===== src/rtl/latch_load_pkg.sv =====
// Shared types, timing defaults and width helpers for the latch bank loader.
package latch_load_pkg;

  typedef enum logic [2:0] {
    IDLE   = 3'd0,
    SHIFT  = 3'd1,
    SETUP  = 3'd2,
    ENABLE = 3'd3,
    HOLD   = 3'd4
  } state_t;

  localparam int DEF_WIDTH     = 8;
  localparam int DEF_SETUP_CYC = 1;
  localparam int DEF_EN_CYC    = 2;
  localparam int DEF_HOLD_CYC  = 1;

  // Bits needed to hold values 0..max_val.
  function automatic int cnt_width(input int max_val);
    return (max_val < 1) ? 1 : $clog2(max_val + 1);
  endfunction

  function automatic int max3(input int a, input int b, input int c);
    int m;
    m = (a > b) ? a : b;
    return (m > c) ? m : c;
  endfunction

endpackage


===== src/rtl/latch_load_ctrl_cyc_timer.sv =====
// Loadable down-counter with a zero flag; times the SETUP/ENABLE/HOLD windows.
module cyc_timer #(
  parameter int W = 2
) (
  input  logic         clk,
  input  logic         rst_n,
  input  logic         load,
  input  logic [W-1:0] load_val,
  output logic         zero
);

  logic [W-1:0] cnt_q;
  logic [W-1:0] cnt_d;

  always_comb begin
    cnt_d = cnt_q;
    if (load)               cnt_d = load_val;
    else if (cnt_q != '0)   cnt_d = cnt_q - W'(1);
  end

  always_ff @(posedge clk or negedge rst_n) begin
    if (!rst_n) cnt_q <= '0;
    else        cnt_q <= cnt_d;
  end

  assign zero = (cnt_q == '0);

endmodule


===== src/rtl/latch_load_ctrl.sv =====
// Serial-to-parallel loader driving a gated D-latch bank with framed setup/enable/hold.
// Optional even-parity check on each word is enabled by defining LATCH_LOAD_PARITY_EN.
// Handshake: a bit transfers on a rising edge where s_valid && s_ready; s_ready depends on state only.
module latch_load_ctrl
  import latch_load_pkg::*;
#(
  parameter int WIDTH     = DEF_WIDTH,
  parameter int SETUP_CYC = DEF_SETUP_CYC,
  parameter int EN_CYC    = DEF_EN_CYC,
  parameter int HOLD_CYC  = DEF_HOLD_CYC
) (
  input  logic             clk,
  input  logic             rst_n,
  input  logic             s_valid,
  input  logic             s_data,
  output logic             s_ready,
  output logic [WIDTH-1:0] lat_d,
  output logic             lat_en,
  output logic             busy,
  output logic             done,
  output state_t           dbg_state
`ifdef LATCH_LOAD_PARITY_EN
  ,
  output logic             err
`endif
);

  localparam int BW = cnt_width(WIDTH);
  localparam int TW = cnt_width(max3(SETUP_CYC, EN_CYC, HOLD_CYC));
`ifdef LATCH_LOAD_PARITY_EN
  localparam int LAST_IDX = WIDTH;
`else
  localparam int LAST_IDX = WIDTH - 1;
`endif

  state_t           state_q, state_d;
  logic [BW-1:0]    cnt_q, cnt_d;
  logic [WIDTH-1:0] shift_q, shift_d;
  logic [WIDTH-1:0] lat_d_q, lat_d_d;
  logic             lat_en_q, lat_en_d;
  logic             done_q, done_d;
  logic             tmr_load, tmr_zero;
  logic [TW-1:0]    tmr_val;
  logic             accept, last_bit;

  assign accept   = s_valid && s_ready;
  assign last_bit = (cnt_q == BW'(LAST_IDX));

  cyc_timer #(.W(TW)) u_timer (
    .clk      (clk),
    .rst_n    (rst_n),
    .load     (tmr_load),
    .load_val (tmr_val),
    .zero     (tmr_zero)
  );

  always_ff @(posedge clk or negedge rst_n) begin
    if (!rst_n) state_q <= IDLE;
    else        state_q <= state_d;
  end

  // Timer is loaded with window-1 on entry so the zero flag marks the window's last cycle.
  always_comb begin
    state_d  = state_q;
    tmr_load = 1'b0;
    tmr_val  = '0;
    case (state_q)
      IDLE:   if (accept) state_d = SHIFT;
      SHIFT: begin
        if (accept && last_bit) begin
`ifdef LATCH_LOAD_PARITY_EN
          if (s_data == ^shift_q) begin
            state_d  = SETUP;
            tmr_load = 1'b1;
            tmr_val  = TW'(SETUP_CYC - 1);
          end else begin
            state_d  = IDLE;
          end
`else
          state_d  = SETUP;
          tmr_load = 1'b1;
          tmr_val  = TW'(SETUP_CYC - 1);
`endif
        end
      end
      SETUP: if (tmr_zero) begin
        state_d  = ENABLE;
        tmr_load = 1'b1;
        tmr_val  = TW'(EN_CYC - 1);
      end
      ENABLE: if (tmr_zero) begin
        state_d  = HOLD;
        tmr_load = 1'b1;
        tmr_val  = TW'(HOLD_CYC - 1);
      end
      HOLD:    if (tmr_zero) state_d = IDLE;
      default: state_d = IDLE;
    endcase
  end

  always_comb begin
    shift_d  = shift_q;
    cnt_d    = cnt_q;
    lat_d_d  = lat_d_q;
    lat_en_d = (state_d == ENABLE);
    done_d   = (state_q == HOLD) && (state_d == IDLE);
    if (accept) begin
      for (int i = 0; i < WIDTH; i++) begin
        if (cnt_q == BW'(i)) shift_d[i] = s_data;
      end
      cnt_d = cnt_q + BW'(1);
    end
    if (state_q == SHIFT && state_d == SETUP) lat_d_d = shift_d;
    if (state_d == IDLE) cnt_d = '0;
  end

  always_ff @(posedge clk or negedge rst_n) begin
    if (!rst_n) begin
      cnt_q    <= '0;
      shift_q  <= '0;
      lat_d_q  <= '0;
      lat_en_q <= 1'b0;
      done_q   <= 1'b0;
    end else begin
      cnt_q    <= cnt_d;
      shift_q  <= shift_d;
      lat_d_q  <= lat_d_d;
      lat_en_q <= lat_en_d;
      done_q   <= done_d;
    end
  end

`ifdef LATCH_LOAD_PARITY_EN
  logic err_q, err_d;
  assign err_d = (state_q == SHIFT) && (state_d == IDLE);
  always_ff @(posedge clk or negedge rst_n) begin
    if (!rst_n) err_q <= 1'b0;
    else        err_q <= err_d;
  end
  assign err = err_q;
`endif

  always_comb begin
    s_ready   = (state_q == IDLE) || (state_q == SHIFT);
    busy      = (state_q != IDLE);
    dbg_state = state_q;
  end

  assign lat_d  = lat_d_q;
  assign lat_en = lat_en_q;
  assign done   = done_q;

endmodule


===== config.mk =====
export PLATFORM = sky130hd
export DESIGN_NAME = latch_load_ctrl
export DESIGN_NICKNAME = d
export VERILOG_FILES = /design/src/rtl/latch_load_pkg.sv /design/src/rtl/latch_load_ctrl_cyc_timer.sv /design/src/rtl/latch_load_ctrl.sv
export SDC_FILE = /design/constraint.sdc
export NUM_CORES = 1
export LEC_CHECK = 0
export BUFFER_PORTS_ARGS = -buffer_cell sky130_fd_sc_hd__buf_2
export CELL_PAD_IN_SITES_DETAIL_PLACEMENT = 1
export CELL_PAD_IN_SITES_GLOBAL_PLACEMENT = 1
export CORE_MARGIN = 1
export CORE_UTILIZATION = 47
export CTS_BUF_LIST = sky130_fd_sc_hd__clkbuf_4
export CTS_CLUSTER_DIAMETER = 30
export DETAILED_ROUTE_END_ITERATION = 12
export PLACE_DENSITY = 0.77
export SLEW_MARGIN = 25
export SYNTH_ARGS = -nofsm -noshare
export SYNTH_HDL_FRONTEND = slang
export SYNTH_HIERARCHICAL = 1
export SYNTH_SLANG_ARGS = --single-unit

===== constraint.sdc =====
create_clock -name clk -period 2.2 [get_ports clk]
set_clock_uncertainty 0.1 [all_clocks]
set_input_delay 0.22 -clock clk [delete_from_list [all_inputs] [get_ports clk]]
set_output_delay 0.22 -clock clk [all_outputs]
set_load 0.05 [all_outputs]

* After elaboration in Yosys (flattened, before gate mapping)
Cells that the tools add are included.
** Storage, ports and cells
- Bits of input ports :: 4
- Word-level logic and storage cells :: 60
- Bits in registers :: 27
** Cells by class
- $add $sub $neg :: 2
- Equality and inequality tests :: 13
- Reduce and logical (&&, ||, !) cells :: 14
- Mux-type cells :: 24
** Operators with widths (count)
- == test 4 x 3 -> 1 bit (second input constant) :: 4
- 2-to-1 mux 3 bit :: 5
- one-hot mux 3 bit (5 select lines) :: 1
- == test 3 x 2 -> 1 bit (second input constant) :: 4
- 2-to-1 mux 1 bit :: 12
- == test 4 x 2 -> 1 bit (second input constant) :: 2
- 2-to-1 mux 4 bit :: 2
- 2-to-1 mux 8 bit :: 1
- logical NOT 3 bit :: 2
- nonzero test 2 bit :: 3
- adder 4 x 1 -> 4 bit (second input constant) :: 1
- == test 4 x 1 -> 1 bit (second input constant) :: 1
- logical AND 1 bit :: 4
- logical NOT 4 bit :: 1
- 2-to-1 mux 2 bit :: 2
- == test 3 x 1 -> 1 bit (second input constant) :: 1
- == test 3 bit (second input constant) :: 1
- nonzero test 3 bit :: 1
- logical NOT 2 bit :: 1
- one-hot mux 1 bit (2 select lines) :: 1
- OR reduction 2 bit :: 1
- subtractor 2 x 1 -> 2 bit (second input constant) :: 1
- logical OR 1 bit :: 1

* Longest topological paths before layout
- Depth in word-level cells :: 8
- Depth in mapped cells :: 7
- Depth with buffers taken out :: 6

* Cells and area by module
Netlist, hierarchy kept.
** Modules (own cells, without submodules)
- latch_load_ctrl :: instances 1, cells an instance 98, sequential area each 600.6 um^2, area an instance 1209.9 um^2
- cyc_timer :: instances 1, cells an instance 12, sequential area each 50.0 um^2, area an instance 113.9 um^2

* Worst setup path before layout
OpenSTA, ideal clock, no wires.
- Path type :: reg-to-reg
- Start :: register state_q[2] (netlist: dbg_state[2])
- End :: register u_timer.cnt_q[1]
- Required time :: 1.976 ns
- Clock period less this slack :: 2.164 ns
- Library setup time :: 0.124 ns
- Stages on the path, launching flop included :: 8
- Path slack :: 0.036 ns
- Buffers on the path :: 2
- Arrival time :: 1.940 ns
- Cells stage by stage :: dfrtp_1 > buf_6 > nor4b_4 > nand4_2 > buf_6 > nand2_1 > or2b_1 > o31a_1
** Between the ends
- Longest elaborated chain between the ends :: 7
- Elaborated cells on any way between the ends :: 12
- Those cells by class :: 3 x eq/ne; 3 x mux; 6 x reduce/logical
** Ends and longest elaborated chain
- start, declared :: RTL line latch_load_ctrl.sv:36 : state_t state_q, state_d;
- start signal, assigned :: RTL line latch_load_ctrl.sv:59 : else state_q <= state_d;
- == test 3 x 1 -> 1 bit or logical NOT 3 bit (tied branches) :: RTL line latch_load_ctrl.sv:67, latch_load_ctrl.sv:144
- logical OR 1 bit :: RTL line latch_load_ctrl.sv:144 : s_ready = (state_q == IDLE) || (state_q == SHIFT);
- logical AND 1 bit :: RTL line latch_load_ctrl.sv:46 : assign accept = s_valid && s_ready;
- logical AND 1 bit :: RTL line latch_load_ctrl.sv:70 : if (accept && last_bit) begin
- 2-to-1 mux 1 bit :: RTL line latch_load_ctrl.sv:70
- one-hot mux 1 bit (2 select lines) * :: RTL line latch_load_ctrl.sv:67 : case (state_q)
- net tmr_load :: RTL line latch_load_ctrl.sv:42 : logic tmr_load, tmr_zero;
- 2-to-1 mux 2 bit or nonzero test 2 bit (tied branches)
- end signal, assigned :: RTL line latch_load_ctrl_cyc_timer.sv:23 : else cnt_q <= cnt_d;
- end, declared :: RTL line latch_load_ctrl_cyc_timer.sv:12 : logic [W-1:0] cnt_q;
The timed path passes the listed nets; every way through them passes the cells marked *.
A chain may end at the register's enable or synchronous reset.

* Worst setup path in the final report
- Start :: register state_q[0] (netlist: dbg_state[0])
- End :: output port busy
** Between the ends
- Longest elaborated chain between the ends :: 1
** Ends and longest elaborated chain
- nonzero test 3 bit :: RTL line latch_load_ctrl.sv:145 : busy = (state_q != IDLE);
- end, declared :: RTL line latch_load_ctrl.sv:19 : output logic busy,
No other way between the ends.

==> metrics.cfg <==
[die]
starting_utilization_of_the_core_area_pct=51.6
floorplan.die.width_um=55.1
placeableCoreArea_um2=2570
design.die.area_um2=3030
dieHeight_um=55.1
row_count=18
design.portCount=19

[grt]
grt-ovfl-total=0
grt_usage_pct=21.7
grt_first_pass_wirelength_um=4480
first_global_vias=897
antenna_violations_before_repair=0
grt_max_degree=27

[synth]
mappedNetlistNets=119
synth.cell_area_um2=1320
syn-mean-instance-area_um2=12.0
seq_total_area_yosys_pct=49.1
yosys_warnings=6
post_synth_inst_count=110
postSynthRegisterBits=26
synth.distinct_cells=32
dominant_register_cell_in_the_synthesized_netlist=sky130_fd_sc_hd__dfrtp_1
synth-edff-count=0
synth-async-reset-ratio_pct=100

[placed_design]
globalplace.congestion=0.753
portBuffers=18
postPlaceCellArea_um2=1420
hpwl_reported_at_the_end_of_detailed_placement_um=1960

[timing]
timing_worst_slew_pin_value_ns=0.663
count_of_endpoints_failing_hold_in_the_final_timing_report=0
relSlewSlack_pct=55.2
setup_violations=0
slew_viol_final=0
grt_setup_unrepaired=false
fmaxAchievable_mhz=557
post_route_fraction_of_the_period_consumed_by_the_critical_path_pct=81.6
fin_setup_tns_ns=0
final.min_clock_period_ns=1.79
min_hold_slack_ns=0.103

[run]
max_cap_violations=0

[clocking]
cts_post_setup_buffers_inserted=0
cts_max_path_buffers=2
worstSkewPairLatency_ns=0.32
cts_buffers=3
postCtsHoldBufs=1
ctsResizeCount=0
cts.htree.levels=1
cts_tree=done
cts.root.buffer_cell=sky130_fd_sc_hd__clkbuf_4
cts.clk_slew.worst_paths_ns=0.14
clock_sinks=26

[drt]
routedWlPerCell_um=17.1
firstDrtPassIters=4
route.detailed.vias_per_inst=5.63
detailroute.via_count=889
detail_route.wirelength_um=2700
ant_nets=0
detailedRoute.firstIterationViolations=8
met2WireLength_um=1270
dr_wl_met3_um=91
post-route-drc-count=0
route.layer.met1.wl_um=1270
routed.top_layer=met4

[hold_path]
hold_class=primary input to flip-flop

[critical_path]
cp_data_arrival_time_ns=1.47
timing.setup.critical_path_class=flip-flop to output port
worst-endpoint-required_ns=1.88
crit_path_end_kind=output port
worst_setup_path_start_kind=flip-flop
worstPathMaxFanout=10

[finish]
antennaDiodeCount=0
n_fill_cell=273
syn2layout_area_growth_pct=9.92
layout-drive-gt1-share_pct=36.7
final_cell_area_um2=1460
layout.nets=139

[power]
cellPowerDensity_nw_per_um2=1460
total_leakage_power_nw=0.724
power.ir.vdd_worst_mv=0.827

[run_status]
outcome=completed

[final timing paths]
kind	from	to	slack [ns]	cells after the start
hold / removal	s_valid	cnt_q[1]$_DFFE_PN0P_	0.10	3
min in group asynchronous	rst_n	shift_q[3]$_DFF_PN0_	0.31	2
setup reg to reg	dbg_state[2]$_DFF_PN0_	lat_d[5]$_DFFE_PN0P_	0.41	4
hold reg to reg	lat_d[6]$_DFFE_PN0P_	lat_d[6]$_DFFE_PN0P_	0.42	1
setup / recovery	dbg_state[0]$_DFF_PN0_	busy	0.41	2
max in group asynchronous	rst_n	lat_d[5]$_DFFE_PN0P_	1.32	2
[cell usage after synthesis (2+ instances only)]
cell type	count	area share, %
sky130_fd_sc_hd__or3_1	3	1.4
sky130_fd_sc_hd__buf_2	2	0.76
sky130_fd_sc_hd__xnor2_1	2	1.3
sky130_fd_sc_hd__nor2_1	5	1.4
sky130_fd_sc_hd__nand3_1	5	1.9
sky130_fd_sc_hd__mux2_2	11	9.4
sky130_fd_sc_hd__o21ai_0	3	1.1
sky130_fd_sc_hd__clkbuf_1	2	0.57
sky130_fd_sc_hd__buf_6	3	2.6
sky130_fd_sc_hd__inv_1	5	1.4
sky130_fd_sc_hd__nand3b_1	5	2.8
sky130_fd_sc_hd__ha_1	5	4.7
sky130_fd_sc_hd__a21oi_1	4	1.5
sky130_fd_sc_hd__mux2_4	7	7.9
sky130_fd_sc_hd__nand2_1	6	1.7
sky130_fd_sc_hd__dfrtp_1	26	49
[flip-flops by register name (all words and copies together), names as in the netlist]
name           flops
cnt_q              4
dbg_state          3
done               1
lat_d              8
lat_en             1
shift_q            7
u_timer/cnt_q      2
[critical path, cell delays in order (launching register included)]
cell                      delay, ns
sky130_fd_sc_hd__dfrtp_1       0.54
sky130_fd_sc_hd__or3_1         0.40
sky130_fd_sc_hd__buf_2         0.21
[through the flow]
stage,std cells,worst slack [ns],util (%),total power [mW]
floorplan,110,0.0365,-,1.69
global placement,154,0.480,55.4,1.88
detailed placement,154,0.419,55.4,1.93
CTS,158,0.402,56.7,2.14
global route,158,0.320,56.7,2.28
finish,158,0.405,56.7,2.12
[where the power goes]
part / switching [mW] / internal [mW]
clock: 0.139 / 0.0642
combinational: 0.648 / 0.435
sequential: 0.177 / 0.661
[cell families after synthesis]
family	Yosys count	synth area share, %
and+or+nand+nor	33	15.6
adders and majority gates	5	4.73
buffers and inverters	12	5.29
other	1	0.283
AOI/OAI and AO/OA	12	5.67
DFF	26	49.1
muxes	18	17.3
xor gates and xnor gates	3	1.99
[layer usage]
metal | vias to the layer above | track usage (%)
li1 | 416 | -
met1 | 446 | 29.3
met2 | 21 | 34.1
met3 | 6 | 3.28
met4 | 0 | 10.0
met5 | - | 0
[cells in the final DEF (no fill, tap or decap), types with 4 or more instances in the layout]
cell                       instances
sky130_fd_sc_hd__inv_1             5
sky130_fd_sc_hd__nand3_1           5
sky130_fd_sc_hd__ha_1              5
sky130_fd_sc_hd__nand2_1           6
sky130_fd_sc_hd__mux2_4            7
sky130_fd_sc_hd__dfrtp_1          26
sky130_fd_sc_hd__nand3b_1          5
sky130_fd_sc_hd__mux2_2           11
sky130_fd_sc_hd__a21oi_1           4
sky130_fd_sc_hd__buf_2            18
sky130_fd_sc_hd__nor2_1            5
[area by class of cell]
| cell class | instances | area, um^2 | area share (%) |
|---|---|---|---|
| Tap cell | 30 | 37.5 | 2.58 |
| Clock buffer | 3 | 22.5 | 1.55 |
| Sequential cell | 26 | 651 | 44.7 |
| Multi-Input combinational cell | 72 | 603 | 41.4 |
| Timing Repair Buffer | 22 | 123 | 8.43 |
| Inverter | 5 | 18.8 | 1.29 |
Note: power is estimated with default switching activity, not from simulation.
